<file path="config.mk">
export PLATFORM = sky130hd
export DESIGN_NAME = id_ex_skid_buffer
export DESIGN_NICKNAME = d
export VERILOG_FILES = /design/src/rtl/pipe_pkg.sv /design/src/rtl/sat_counter.sv /design/src/rtl/id_ex_skid_buffer.sv
export SDC_FILE = /design/constraint.sdc
export NUM_CORES = 1
export LEC_CHECK = 0
export CAP_MARGIN = 0
export CORE_MARGIN = 4
export CORE_UTILIZATION = 50
export DETAILED_ROUTE_END_ITERATION = 8
export GPL_ROUTABILITY_DRIVEN = 0
export PLACE_DENSITY = 0.91
export REMOVE_ABC_BUFFERS = 1
export SYNTH_ARGS = -nofsm -noshare
export SYNTH_HDL_FRONTEND = slang
export SYNTH_SLANG_ARGS = --single-unit
</file>
<file path="constraint.sdc">
create_clock -name clk -period 17.63 [get_ports clk]
set_clock_uncertainty 0.05 [all_clocks]
set_input_delay 1.763 -clock clk [delete_from_list [all_inputs] [get_ports clk]]
set_output_delay 1.763 -clock clk [all_outputs]
set_load 0.02 [all_outputs]
</file>
<file path="src/rtl/pipe_pkg.sv">
// Shared pipeline definitions: NOP encodings, ID/EX control field layout and
// the state encoding used by the elastic stage buffers.
package pipe_pkg;

    localparam logic [31:0] NOP_INSTR   = 32'h00000013;
    localparam logic [3:0]  ALUCTRL_NOP = 4'hF;

    localparam int IDEX_CTRL_W      = 10;
    localparam int CTRL_MEM_READ    = 9;
    localparam int CTRL_MEM_WRITE   = 8;
    localparam int CTRL_REG_WRITE   = 7;
    localparam int CTRL_MEM_TO_REG  = 6;
    localparam int CTRL_ALU_SRC     = 5;
    localparam int CTRL_BRANCH      = 4;
    localparam int CTRL_ALU_LSB     = 0;

    function automatic logic [IDEX_CTRL_W-1:0] pack_idex_ctrl(
        input logic       mem_read,
        input logic       mem_write,
        input logic       reg_write,
        input logic       mem_to_reg,
        input logic       alu_src,
        input logic       branch,
        input logic [3:0] alu_ctrl
    );
        logic [IDEX_CTRL_W-1:0] v;
        v = '0;
        v[CTRL_MEM_READ]                  = mem_read;
        v[CTRL_MEM_WRITE]                 = mem_write;
        v[CTRL_REG_WRITE]                 = reg_write;
        v[CTRL_MEM_TO_REG]                = mem_to_reg;
        v[CTRL_ALU_SRC]                   = alu_src;
        v[CTRL_BRANCH]                    = branch;
        v[CTRL_ALU_LSB+3:CTRL_ALU_LSB]    = alu_ctrl;
        return v;
    endfunction

    // A NOP has no side effects: every enable low, ALU in its idle code.
    localparam logic [IDEX_CTRL_W-1:0] IDEX_CTRL_NOP =
        pack_idex_ctrl(1'b0, 1'b0, 1'b0, 1'b0, 1'b0, 1'b0, ALUCTRL_NOP);

    typedef enum logic [1:0] {
        ST_EMPTY = 2'd0,
        ST_ONE   = 2'd1,
        ST_TWO   = 2'd2
    } skid_state_t;

    typedef enum logic [1:0] {
        MAIN_HOLD = 2'd0,
        MAIN_UP   = 2'd1,
        MAIN_SKID = 2'd2,
        MAIN_NOP  = 2'd3
    } main_sel_t;

endpackage

</file>
<file path="src/rtl/sat_counter.sv">
// Width-parametrised up counter with enable that sticks at all-ones.
module sat_counter #(
    parameter int W = 32
) (
    input  logic         clk,
    input  logic         rst,
    input  logic         i_en,
    output logic [W-1:0] o_count
);

    logic [W-1:0] r_count;

    always_ff @(posedge clk or posedge rst) begin
        if (rst) begin
            r_count <= '0;
        end else if (i_en && (r_count != {W{1'b1}})) begin
            r_count <= r_count + 1'b1;
        end
    end

    assign o_count = r_count;

endmodule

</file>
<file path="src/rtl/id_ex_skid_buffer.sv">
// Two-entry valid/ready skid buffer between decode and execute, with flush,
// bubble and saturating stall/idle counters.
module id_ex_skid_buffer
    import pipe_pkg::*;
#(
    parameter int                 DATA_W    = 128,
    parameter int                 CTRL_W    = 10,
    parameter logic [CTRL_W-1:0]  NOP_CTRL  = CTRL_W'(pipe_pkg::IDEX_CTRL_NOP),
    parameter logic [31:0]        NOP_INSTR = pipe_pkg::NOP_INSTR,
    parameter int                 CNT_W     = 32
) (
    input  logic              clk,
    input  logic              rst,
    input  logic              up_valid,
    output logic              up_ready,
    input  logic [DATA_W-1:0] up_data,
    input  logic [CTRL_W-1:0] up_ctrl,
    input  logic [31:0]       up_instr,
    input  logic              bubble,
    input  logic              flush,
    output logic              dn_valid,
    input  logic              dn_ready,
    output logic [DATA_W-1:0] dn_data,
    output logic [CTRL_W-1:0] dn_ctrl,
    output logic [31:0]       dn_instr,
    output logic [1:0]        occupancy,
    output logic [CNT_W-1:0]  stall_cnt,
    output logic [CNT_W-1:0]  idle_cnt
);

    skid_state_t       r_state;
    skid_state_t       w_state_next;
    main_sel_t         w_main_sel;
    logic              w_skid_load;
    logic              w_up_fire;
    logic              w_dn_fire;

    logic [DATA_W-1:0] r_main_data;
    logic [CTRL_W-1:0] r_main_ctrl;
    logic [31:0]       r_main_instr;
    logic [DATA_W-1:0] r_skid_data;
    logic [CTRL_W-1:0] r_skid_ctrl;
    logic [31:0]       r_skid_instr;

    // The skid entry being full is exactly state TWO.
    assign up_ready  = (r_state != ST_TWO) & ~bubble;
    assign dn_valid  = (r_state != ST_EMPTY);
    assign occupancy = r_state;
    assign w_up_fire = up_valid & up_ready;
    assign w_dn_fire = dn_valid & dn_ready;

    always_ff @(posedge clk or posedge rst) begin
        if (rst) begin
            r_state <= ST_EMPTY;
        end else begin
            r_state <= w_state_next;
        end
    end

    always_comb begin
        w_state_next = r_state;
        if (flush) begin
            w_state_next = ST_EMPTY;
        end else begin
            case (r_state)
                ST_EMPTY: if (w_up_fire) w_state_next = ST_ONE;
                ST_ONE: begin
                    if (w_up_fire && !w_dn_fire) begin
                        w_state_next = ST_TWO;
                    end else if (!w_up_fire && w_dn_fire) begin
                        w_state_next = ST_EMPTY;
                    end
                end
                ST_TWO:   if (w_dn_fire) w_state_next = ST_ONE;
                default:  w_state_next = ST_EMPTY;
            endcase
        end
    end

    // Main is reloaded with NOP values whenever it empties, so dn_* can be
    // driven straight from the registers without an output mux.
    always_comb begin
        w_main_sel  = MAIN_HOLD;
        w_skid_load = 1'b0;
        if (flush) begin
            w_main_sel = MAIN_NOP;
        end else begin
            case (r_state)
                ST_EMPTY: if (w_up_fire) w_main_sel = MAIN_UP;
                ST_ONE: begin
                    if (w_up_fire && w_dn_fire) begin
                        w_main_sel = MAIN_UP;
                    end else if (w_up_fire) begin
                        w_skid_load = 1'b1;
                    end else if (w_dn_fire) begin
                        w_main_sel = MAIN_NOP;
                    end
                end
                ST_TWO:   if (w_dn_fire) w_main_sel = MAIN_SKID;
                default:  w_main_sel = MAIN_NOP;
            endcase
        end
    end

    always_ff @(posedge clk or posedge rst) begin
        if (rst) begin
            r_main_data  <= '0;
            r_main_ctrl  <= NOP_CTRL;
            r_main_instr <= NOP_INSTR;
        end else begin
            case (w_main_sel)
                MAIN_UP: begin
                    r_main_data  <= up_data;
                    r_main_ctrl  <= up_ctrl;
                    r_main_instr <= up_instr;
                end
                MAIN_SKID: begin
                    r_main_data  <= r_skid_data;
                    r_main_ctrl  <= r_skid_ctrl;
                    r_main_instr <= r_skid_instr;
                end
                MAIN_NOP: begin
                    r_main_data  <= '0;
                    r_main_ctrl  <= NOP_CTRL;
                    r_main_instr <= NOP_INSTR;
                end
                default: begin
                    r_main_data  <= r_main_data;
                    r_main_ctrl  <= r_main_ctrl;
                    r_main_instr <= r_main_instr;
                end
            endcase
        end
    end

    always_ff @(posedge clk or posedge rst) begin
        if (rst) begin
            r_skid_data  <= '0;
            r_skid_ctrl  <= NOP_CTRL;
            r_skid_instr <= NOP_INSTR;
        end else if (w_skid_load) begin
            r_skid_data  <= up_data;
            r_skid_ctrl  <= up_ctrl;
            r_skid_instr <= up_instr;
        end
    end

    assign dn_data  = r_main_data;
    assign dn_ctrl  = r_main_ctrl;
    assign dn_instr = r_main_instr;

    sat_counter #(.W(CNT_W)) u_stall_cnt (
        .clk     (clk),
        .rst     (rst),
        .i_en    (up_valid & ~up_ready),
        .o_count (stall_cnt)
    );

    sat_counter #(.W(CNT_W)) u_idle_cnt (
        .clk     (clk),
        .rst     (rst),
        .i_en    (~dn_valid),
        .o_count (idle_cnt)
    );

endmodule

</file>
==> results.sh, run 1 <==
export IMPL_outcome="finished, final reports clean"
export IMPL_layout_drive_gt1_share_pct=14.3
export IMPL_ys_warnings_count=0
export IMPL_synthDistinctLibCells=50
export IMPL_start_util_pct=50.9
export IMPL_cts_buffers=42
export IMPL_powerDensity_nw_per_um2=112
export IMPL_hp_class="reg -> reg"
export IMPL_synthSimpleGateAreaFrac_pct=12.6
export IMPL_synth_commonest_cells="dfrtp_1, nand2_1, nor2_1"
export IMPL_wl_per_cell_um=20.9
export IMPL_root_buffer="clkbuf_16"
export IMPL_grt_max_degree=117
export IMPL_worstSetupPathType="in -> reg"
export IMPL_synth_xor_area_share_pct=3.01
export IMPL_max_slew_margin_rel_pct=25.7
export IMPL_grt_pass1_vias=14700
export IMPL_synth_compound_area_share_pct=10.9
export IMPL_finalPower_mw=2.59
export IMPL_rsz0062_at_grt="false"
export IMPL_ios=414
export IMPL_yosysSeqAreaShare_pct=59.4
export IMPL_fillers=2265
export IMPL_p_leak_nw=10.3
export IMPL_wl_um=51000
export IMPL_synth_mux_area_fraction_pct=11.5
export IMPL_h_tree_depth=2
export IMPL_final_setup_worst_slack_ns=12.57
export IMPL_hold_ws_ns=0.434
export IMPL_io_buffers=413
export IMPL_synth_largest_area_cell="dfrtp_1"
export IMPL_syn_area_um2=17100
export IMPL_dieArea_um2=37300
export IMPL_netlist_area_leader_share_pct=57.2
export IMPL_cp_start_kind="input pin"
export IMPL_cp_required_ns=18.01
export IMPL_avgSynthCellArea_um2=10.8
export IMPL_hold_violations=0
export IMPL_reg2reg_depth=6
export IMPL_synth_fa_ha_area_share_pct=0.146
export IMPL_drcViolationCount=0
export IMPL_ys_seq_elements=406
export IMPL_irDropWorstVdd_mv=0.105
export IMPL_drtAntennaViolNets=0
export IMPL_cts_resized=0
export IMPL_die_x_um=193
export IMPL_nets=2140
export IMPL_place_ws_ns=12.22
export IMPL_min_period_over_period_pct=28.7
export IMPL_cts_tree="done"
export IMPL_report_final_setup_viol=0
export IMPL_cp_arrival_ns=5.43
export IMPL_fp_dieH_um=193
export IMPL_tns_ns=0
export IMPL_worst_pin_slew_ns=1.11
export IMPL_grt_usage_pct=26.4
export IMPL_vias_per_cell=5.81
export IMPL_max_cap_violations=0
export IMPL_synth_edf_count=0
export IMPL_placement_rows=67
export IMPL_clk_pin_slew_ns=0.06
export IMPL_syn_to_final_growth_pct=34.4
export IMPL_antenna_found_initial=3
export IMPL_crit_path_end_kind="register"
export IMPL_synth_top_family_by_area="simple AND/OR/NAND/NOR gates"
export IMPL_cp_max_fo=86
export IMPL_clock_path_buffers=3
export IMPL_place_hpwl_um=32400
export IMPL_synth_async_reset_ratio_pct=100
export IMPL_hold_depth=2
export IMPL_clock_latency_ns=0.52
export IMPL_max_freq_mhz=198
export IMPL_ys_flop_type="dfrtp_1"
export IMPL_synth_most_common_cell="dfrtp_1"
export IMPL_cts_hold_buf=0
export IMPL_synth_area_leaders="dfrtp_1, mux2_2, a21oi_1"
export IMPL_cts_sinks=406
export IMPL_post_cts_setup_buffer_count=0
export IMPL_dr_pass1_iters=6
export IMPL_vias=14200
export IMPL_min_period_ns=5.06
export IMPL_dr_first_iter_drc_count=1074
export IMPL_globalRouteOverflowTotal=0
export IMPL_slew_viol_final=0
export IMPL_grt_pass1_wl_um=79100
export IMPL_syn_inst=1589
export IMPL_fin_util_pct=68.4
export IMPL_core_region_area_um2=33700
## power breakdown
part	total (mW)	internal (mW)	switching, mW
clock network	0.922	0.556	0.366
logic	0.502	0.244	0.258
registers	1.17	1.07	0.0936
## registers in the layout (all words and copies together), names as in the netlist
| register | flops |
|---|---|
| u_idle_cnt.o_count | 32 |
| r_skid_instr | 32 |
| u_stall_cnt.o_count | 32 |
| dn_data | 128 |
| r_skid_ctrl | 10 |
| dn_instr | 32 |
| occupancy | 2 |
| dn_ctrl | 10 |
| r_skid_data | 128 |
## cell families (layout without fill, tap and decap cells)
kind of cell / after synthesis / after routing
buffers and inverters: 100 / 506
AND/OR/NAND/NOR: 488 / 488
AO/OA/AOI/OAI: 359 / 359
XOR/XNOR: 59 / 59
multiplexers: 175 / 175
flip-flops: 406 / 406
adder cells (fa/ha/maj): 2 / 2
other: 0 / 2
## path summary, 6_finish.rpt
kind / startpoint / end / slack, ns
max in group asynchronous: rst / r_skid_data[64] / 13.36
worst min register to register: dn_ctrl[0] / dn_ctrl[0] / 0.43
worst max register to register: occupancy[1] / dn_data[13] / 13.89
worst max-delay path: bubble / dn_data[13] / 12.57
worst min-delay path: dn_ctrl[0] / dn_ctrl[0] / 0.43
min in group asynchronous: rst / u_idle_cnt.o_count[6] / 1.76
## critical path, stage by stage
cell and delay (ns):
clkdlybuf4s50_1 0.50, nand2b_1 0.31, o311a_4 0.64, nand2_4 0.82, buf_4 0.84, nor2_1 0.15
a21oi_1 0.21
## stage by stage
stage                     instances  area (um^2)
after floorplan                1493        16700
after global placement         2366        21600
after detailed placement       2366        21600
after CTS                      2443        23000
after global routing           2445        23000
final                          2445        23000
## cell usage in the layout (no fill, tap or decap), types with 3 or more instances in the layout
cell	synthesis	routed
a21oi_1	173	173
and3_1	10	10
and4_1	12	12
buf_4	0	12
bufinv_16	0	5
clkbuf_1	68	7
clkbuf_16	0	43
clkbuf_8	0	8
clkdlybuf4s50_1	0	413
clkinv_2	0	9
clkinv_4	0	3
dfrtp_1	392	392
dfstp_2	14	14
inv_1	4	3
mux2_2	172	172
nand2_1	192	191
nand3_1	31	30
nand4_1	19	19
nor2_1	183	183
nor3_1	14	14
nor4_1	5	5
o2111ai_1	3	3
o21ai_0	172	172
xnor2_1	33	33
xor2_1	26	26
## final cells by class
| type | instances | area (um^2) | area share (%) |
|---|---|---|---|
| Clock buffer | 58 | 1210 | 5.26 |
| Tap cell | 448 | 561 | 2.43 |
| Inverter | 4 | 22.5 | 0.0977 |
| Sequential cell | 406 | 10200 | 44.2 |
| Multi-Input combinational cell | 1083 | 6600 | 28.7 |
| Timing Repair Buffer | 425 | 4220 | 18.3 |
| Clock inverter | 19 | 238 | 1.03 |
| Antenna cell | 2 | 5.00 | 0.0217 |
## metal layers
metal / share of wire, % / vias up / GRT usage [%]
li1: - / 6239 / -
met5: 0.025 / - / 0
met2: 49 / 745 / 44.2
met4: 4.1 / 2 / 10.9
met3: 10 / 143 / 7.60
met1: 36 / 7075 / 32.3
(Power assumes the default switching activity.)
==> run 2, diff against run 1 <==
--- a/config.mk
+++ b/config.mk
@@ -7,10 +7,10 @@
 export LEC_CHECK = 0
 export CAP_MARGIN = 0
 export CORE_MARGIN = 4
-export CORE_UTILIZATION = 50
+export CORE_UTILIZATION = 45
 export DETAILED_ROUTE_END_ITERATION = 8
 export GPL_ROUTABILITY_DRIVEN = 0
-export PLACE_DENSITY = 0.91
+export PLACE_DENSITY = 0.87
 export REMOVE_ABC_BUFFERS = 1
 export SYNTH_ARGS = -nofsm -noshare
 export SYNTH_HDL_FRONTEND = slang
==> constraint.sdc (replaced) <==
create_clock -name clk -period 4.5 [get_ports clk]
set_clock_uncertainty 0.05 [all_clocks]
set_input_delay 0.45 -clock clk [delete_from_list [all_inputs] [get_ports clk]]
set_output_delay 0.45 -clock clk [all_outputs]
set_load 0.02 [all_outputs]
==> run 2 against run 1 <==
Hold slack worse by 0.049 ns. Clock power rose to 3.8 times the previous value. Non-clock buffer count increased by 3. First-iteration DRC count shrank 11%. Final cell count is 2.7% higher. Total power grew to 3.9 times the previous value. Count of clock-buffer cells in the layout increased by 9. Sequential share of layout area decreased by 0.35 points. Sequential power grew to 3.9 times the previous value. Critical path type is now reg -> out. Largest cell class unchanged. Largest power group unchanged.
==> results.sh, run 2 (synthesized netlist as in run 1, its figures left out) <==
export IMPL_outcome="finished, final reports clean"
export IMPL_root_buffer="clkbuf_16"
export IMPL_wl_um=50000
export IMPL_crit_path_end_kind="primary output"
export IMPL_cp_start_kind="register"
export IMPL_placement_rows=71
export IMPL_start_util_pct=45.6
export IMPL_crit_path_top_delay_cell="dfrtp_1"
export IMPL_dr_first_iter_drc_count=952
export IMPL_io_buffers=413
export IMPL_cts_sinks=406
export IMPL_crit_chain="nor2_1, inv_1, clkdlybuf4s50_1"
export IMPL_globalRouteOverflowTotal=0
export IMPL_min_period_over_period_pct=61.1
export IMPL_hold_violations=0
export IMPL_multiInputGateArea_um2=6600
export IMPL_cp_arrival_ns=2.25
export IMPL_worst_pin_slew_ns=1.07
export IMPL_ios=414
export IMPL_vias=14100
export IMPL_dieArea_um2=41300
export IMPL_core_region_area_um2=37600
export IMPL_cts_tree="done"
export IMPL_cts_buffers=43
export IMPL_grt_pass1_wl_um=80200
export IMPL_max_cap_violations=0
export IMPL_r2r_start="occupancy[0]"
export IMPL_max_slew_margin_rel_pct=27.3
export IMPL_grt_max_degree=164
export IMPL_antenna_found_initial=1
export IMPL_drcViolationCount=0
export IMPL_cp_endpoint="dn_valid"
export IMPL_min_period_ns=2.75
export IMPL_max_freq_mhz=363
export IMPL_cp_max_fo=13
export IMPL_max_stage_delay_ns=0.57
export IMPL_cts_resized=0
export IMPL_cp_required_ns=4.00
export IMPL_cts_hold_buf=0
export IMPL_cp_depth=3
export IMPL_fp_dieH_um=203
export IMPL_p_leak_nw=10.4
export IMPL_powerDensity_nw_per_um2=433
export IMPL_die_x_um=203
export IMPL_post_cts_setup_buffer_count=0
export IMPL_drtAntennaViolNets=0
export IMPL_irDropWorstVdd_mv=0.364
export IMPL_wl_per_cell_um=19.9
export IMPL_ff2ff_setup_slack_ns=1.90
export IMPL_fillers=2801
export IMPL_path_delay_family="buffers and inverters"
export IMPL_worstSetupPathType="reg -> out"
export IMPL_mostFrequentLayoutCell="clkdlybuf4s50_1"
export IMPL_hp_class="in -> async"
export IMPL_place_hpwl_um=32800
export IMPL_clk_pin_slew_ns=0.06
export IMPL_grt_pass1_vias=14700
export IMPL_place_ws_ns=1.40
export IMPL_rsz0062_at_grt="false"
export IMPL_reg2reg_depth=6
export IMPL_fin_util_pct=61.8
export IMPL_h_tree_depth=2
export IMPL_report_final_setup_viol=0
export IMPL_final_cell_mix="clkdlybuf4s50_1, dfrtp_1, nand2_1, nor2_1, a21oi_1"
export IMPL_r2r_end="dn_data[35]"
export IMPL_clock_latency_ns=0.54
export IMPL_critPathBufInv=2
export IMPL_dr_pass1_iters=5
export IMPL_vias_per_cell=5.61
export IMPL_slew_viol_final=0
export IMPL_nets=2144
export IMPL_tns_ns=0
export IMPL_syn_to_final_growth_pct=35.5
export IMPL_grt_usage_pct=23.8
export IMPL_clock_path_buffers=3
export IMPL_cp_startpoint="occupancy[0]"
export IMPL_layout_drive_gt1_share_pct=14.2
export IMPL_area_sequential_um2=10200
export IMPL_final_setup_worst_slack_ns=1.75
==> run 2: report_power, final <==
part	switching [mW]	total [mW]	internal, mW
logic	0.988	1.95	0.966
clock network	1.41	3.53	2.12
registers	0.370	4.58	4.21
total	2.77	10.1	7.30
==> run 2: routing by layer <==
metal  track usage, %  wire, um  vias up  share of wire (%)
li1                 -         -     6233                  -
met1             29.6     19100     7126                 38
met2             39.8     25000      604                 50
met3             6.92      4170      123                8.3
met4             8.65      1760        2                3.5
met5                0        18        -              0.036
==> run 2: area by class of cell <==
class / count / share of cell area (%)
antenna: 1 / 0.0108
inverter: 4 / 0.0970
clock inverter: 10 / 0.453
clock buffer: 67 / 5.68
sequential: 406 / 43.8
tap: 511 / 2.75
timing repair buffer: 428 / 18.8
multi-input combinational: 1083 / 28.4
==> run 2: worst min path at each step <==
stage	from	slack, ns	to
finish	rst	0.39	u_stall_cnt.o_count[5]
global route	up_data[70]	0.41	dn_data[70]
CTS	up_data[123]	0.39	dn_data[123]
detailed placement	dn_instr[0]	0.43	dn_instr[0]
global placement	dn_ctrl[3]	0.42	dn_ctrl[3]
floorplan	r_skid_ctrl[4]	0.42	r_skid_ctrl[4]
==> run 2: through the flow <==
step           hold slack [ns]  cells  total power [mW]  cell area (um^2)
3_5_place_dp             0.430   2432              6.57             21800
5_1_grt                  0.408   2509              10.5             23200
4_1_cts                  0.387   2509              10.1             23200
2_1_floorplan            0.424   1493              5.61             16700
6_report                 0.386   2510              10.1             23200
3_3_place_gp             0.418   2432              6.46             21800
==> run 3, diff against run 2 <==
--- a/config.mk
+++ b/config.mk
@@ -7,10 +7,10 @@
 export LEC_CHECK = 0
 export CAP_MARGIN = 0
 export CORE_MARGIN = 4
-export CORE_UTILIZATION = 45
+export CORE_UTILIZATION = 50
 export DETAILED_ROUTE_END_ITERATION = 8
 export GPL_ROUTABILITY_DRIVEN = 0
-export PLACE_DENSITY = 0.87
+export PLACE_DENSITY = 0.91
 export REMOVE_ABC_BUFFERS = 1
 export SYNTH_ARGS = -nofsm -noshare
 export SYNTH_HDL_FRONTEND = slang
==> constraint.sdc (replaced) <==
create_clock -name clk -period 2.8 [get_ports clk]
set_clock_uncertainty 0.05 [all_clocks]
set_input_delay 0.28 -clock clk [delete_from_list [all_inputs] [get_ports clk]]
set_output_delay 0.28 -clock clk [all_outputs]
set_load 0.02 [all_outputs]
==> run 3 against run 2 <==
Sequential share of layout area is 0.20 points lower. Global-route usage increased by 3.9 points. Count of clock-buffer cells in the layout fell by 4. Critical path depth increased by 1. Sequential cell count unchanged. Largest cell class unchanged.
==> results.sh, run 3 (synthesized netlist as in run 1, its figures left out) <==
export IMPL_report_final_setup_viol=0
export IMPL_place_ws_ns=0.0829
export IMPL_grt_pass1_wl_um=82700
export IMPL_powerDensity_nw_per_um2=693
export IMPL_path_delay_family="buffers and inverters"
export IMPL_crit_path_top_delay_cell="dfrtp_1"
export IMPL_mostFrequentLayoutCell="clkdlybuf4s50_1"
export IMPL_hp_class="in -> async"
export IMPL_grtUsageMet3_pct=7.72
export IMPL_worst_pin_slew_ns=0.688
export IMPL_place_hpwl_um=34400
export IMPL_antenna_found_initial=3
export IMPL_syn_to_final_growth_pct=36.1
export IMPL_cp_required_ns=2.47
export IMPL_cts_hold_buf=0
export IMPL_placement_rows=67
export IMPL_max_freq_mhz=394
export IMPL_fin_util_pct=69.2
export IMPL_cts_sinks=406
export IMPL_wl_um=52900
export IMPL_fp_dieH_um=193
export IMPL_wl_per_cell_um=21.4
export IMPL_dr_first_iter_drc_count=1046
export IMPL_cp_startpoint="occupancy[0]"
export IMPL_cp_start_kind="register"
export IMPL_cp_arrival_ns=2.21
export IMPL_max_stage_delay_ns=0.70
export IMPL_min_period_over_period_pct=90.6
export IMPL_busiest_layer="met2"
export IMPL_final_cell_mix="clkdlybuf4s50_1, dfrtp_1, nand2_1, nor2_1, a21oi_1"
export IMPL_cts_tree="done"
export IMPL_post_dp_cell_area_um2=22000
export IMPL_critPathBufInv=3
export IMPL_io_buffers=413
export IMPL_grt_pass1_vias=15100
export IMPL_irDropWorstVdd_mv=0.482
export IMPL_p_leak_nw=10.5
export IMPL_cts_buffers=42
export IMPL_area_sequential_um2=10200
export IMPL_crit_path_end_kind="primary output"
export IMPL_globalRouteOverflowTotal=0
export IMPL_final_setup_worst_slack_ns=0.264
export IMPL_ios=414
export IMPL_layout_drive_gt1_share_pct=14.9
export IMPL_cp_max_fo=13
export IMPL_drcViolationCount=0
export IMPL_clock_latency_ns=0.53
export IMPL_use_met1_pct=33.6
export IMPL_multiInputGateArea_um2=6600
export IMPL_worstSetupPathType="reg -> out"
export IMPL_clk_pin_slew_ns=0.06
export IMPL_grt_max_degree=107
export IMPL_final_cell_area_um2=23300
export IMPL_vias=14500
export IMPL_r2r_end="u_stall_cnt.o_count[29]"
export IMPL_die_x_um=193
export IMPL_vias_per_cell=5.88
export IMPL_max_cap_violations=0
export IMPL_post_cts_setup_buffer_count=0
export IMPL_dieArea_um2=37300
export IMPL_clock_path_buffers=3
export IMPL_reg2reg_depth=5
export IMPL_rsz0062_at_grt="false"
export IMPL_drtAntennaViolNets=0
export IMPL_min_period_ns=2.54
export IMPL_slew_viol_final=0
export IMPL_ff2ff_setup_slack_ns=0.40
export IMPL_outcome="finished, final reports clean"
export IMPL_start_util_pct=50.9
export IMPL_max_slew_margin_rel_pct=54.1
export IMPL_hold_violations=0
export IMPL_r2r_start="occupancy[1]"
export IMPL_root_buffer="clkbuf_16"
export IMPL_hold_ws_ns=0.190
export IMPL_fillers=2259
export IMPL_nets=2161
export IMPL_crit_chain="nor2_1, buf_4, inv_1, clkdlybuf4s50_1"
export IMPL_cts_resized=0
export IMPL_dr_pass1_iters=5
export IMPL_h_tree_depth=2
export IMPL_core_region_area_um2=33700
export IMPL_grt_usage_pct=27.6
export IMPL_gr_usage_met2_pct=46.8
-- run 3: cell types whose count changed in the layout (fill, tap and decap cells not counted), sizes merged --
cell,before,now
diode,1,3
buf,15,33
inv,4,6
clkbuf,67,63
clkinvlp,2,3
-- run 3: worst max path at each step --
stage,end,slack [ns],cells after the start
after global placement,dn_instr[26],0.29,6
after CTS,dn_valid,0.26,4
after floorplan,dn_ctrl[4],-8.80,1
after detailed placement,dn_data[97],0.08,6
final,dn_valid,0.26,4
after global routing,dn_valid,0.16,4
-- run 3: final cells by class --
| class | count | area share (%) |
|---|---|---|
| sequential | 406 | 43.6 |
| inverter | 4 | 0.0965 |
| tap | 448 | 2.40 |
| clock buffer | 63 | 5.27 |
| multi-input combinational | 1083 | 28.3 |
| clock inverter | 13 | 0.606 |
| antenna | 3 | 0.0322 |
| timing repair buffer | 446 | 19.7 |
-- run 3: power breakdown --
group / total, mW / internal (mW) / switching (mW)
logic: 3.25 / 1.59 / 1.66
clock network: 5.57 / 3.23 / 2.33
registers: 7.36 / 6.76 / 0.604
total: 16.2 / 11.6 / 4.60
-- run 3: per-stage QoR --
| stage | power (mW) | std cells | TNS, ns |
|---|---|---|---|
| 2_1_floorplan | 9.02 | 1493 | -5306.20 |
| 3_3_place_gp | 10.4 | 2387 | 0 |
| 3_5_place_dp | 10.6 | 2387 | 0 |
| 4_1_cts | 16.3 | 2463 | 0 |
| 5_1_grt | 16.8 | 2465 | 0 |
| 6_report | 16.2 | 2466 | 0 |
-- run 3: metal layers --
| layer | wire [um] | part of all wire, % |
|---|---|---|
| met1 | 18800 | 36 |
| met3 | 5470 | 10 |
| met4 | 2350 | 4.4 |
| met5 | 15 | 0.028 |
| met2 | 26300 | 50 |
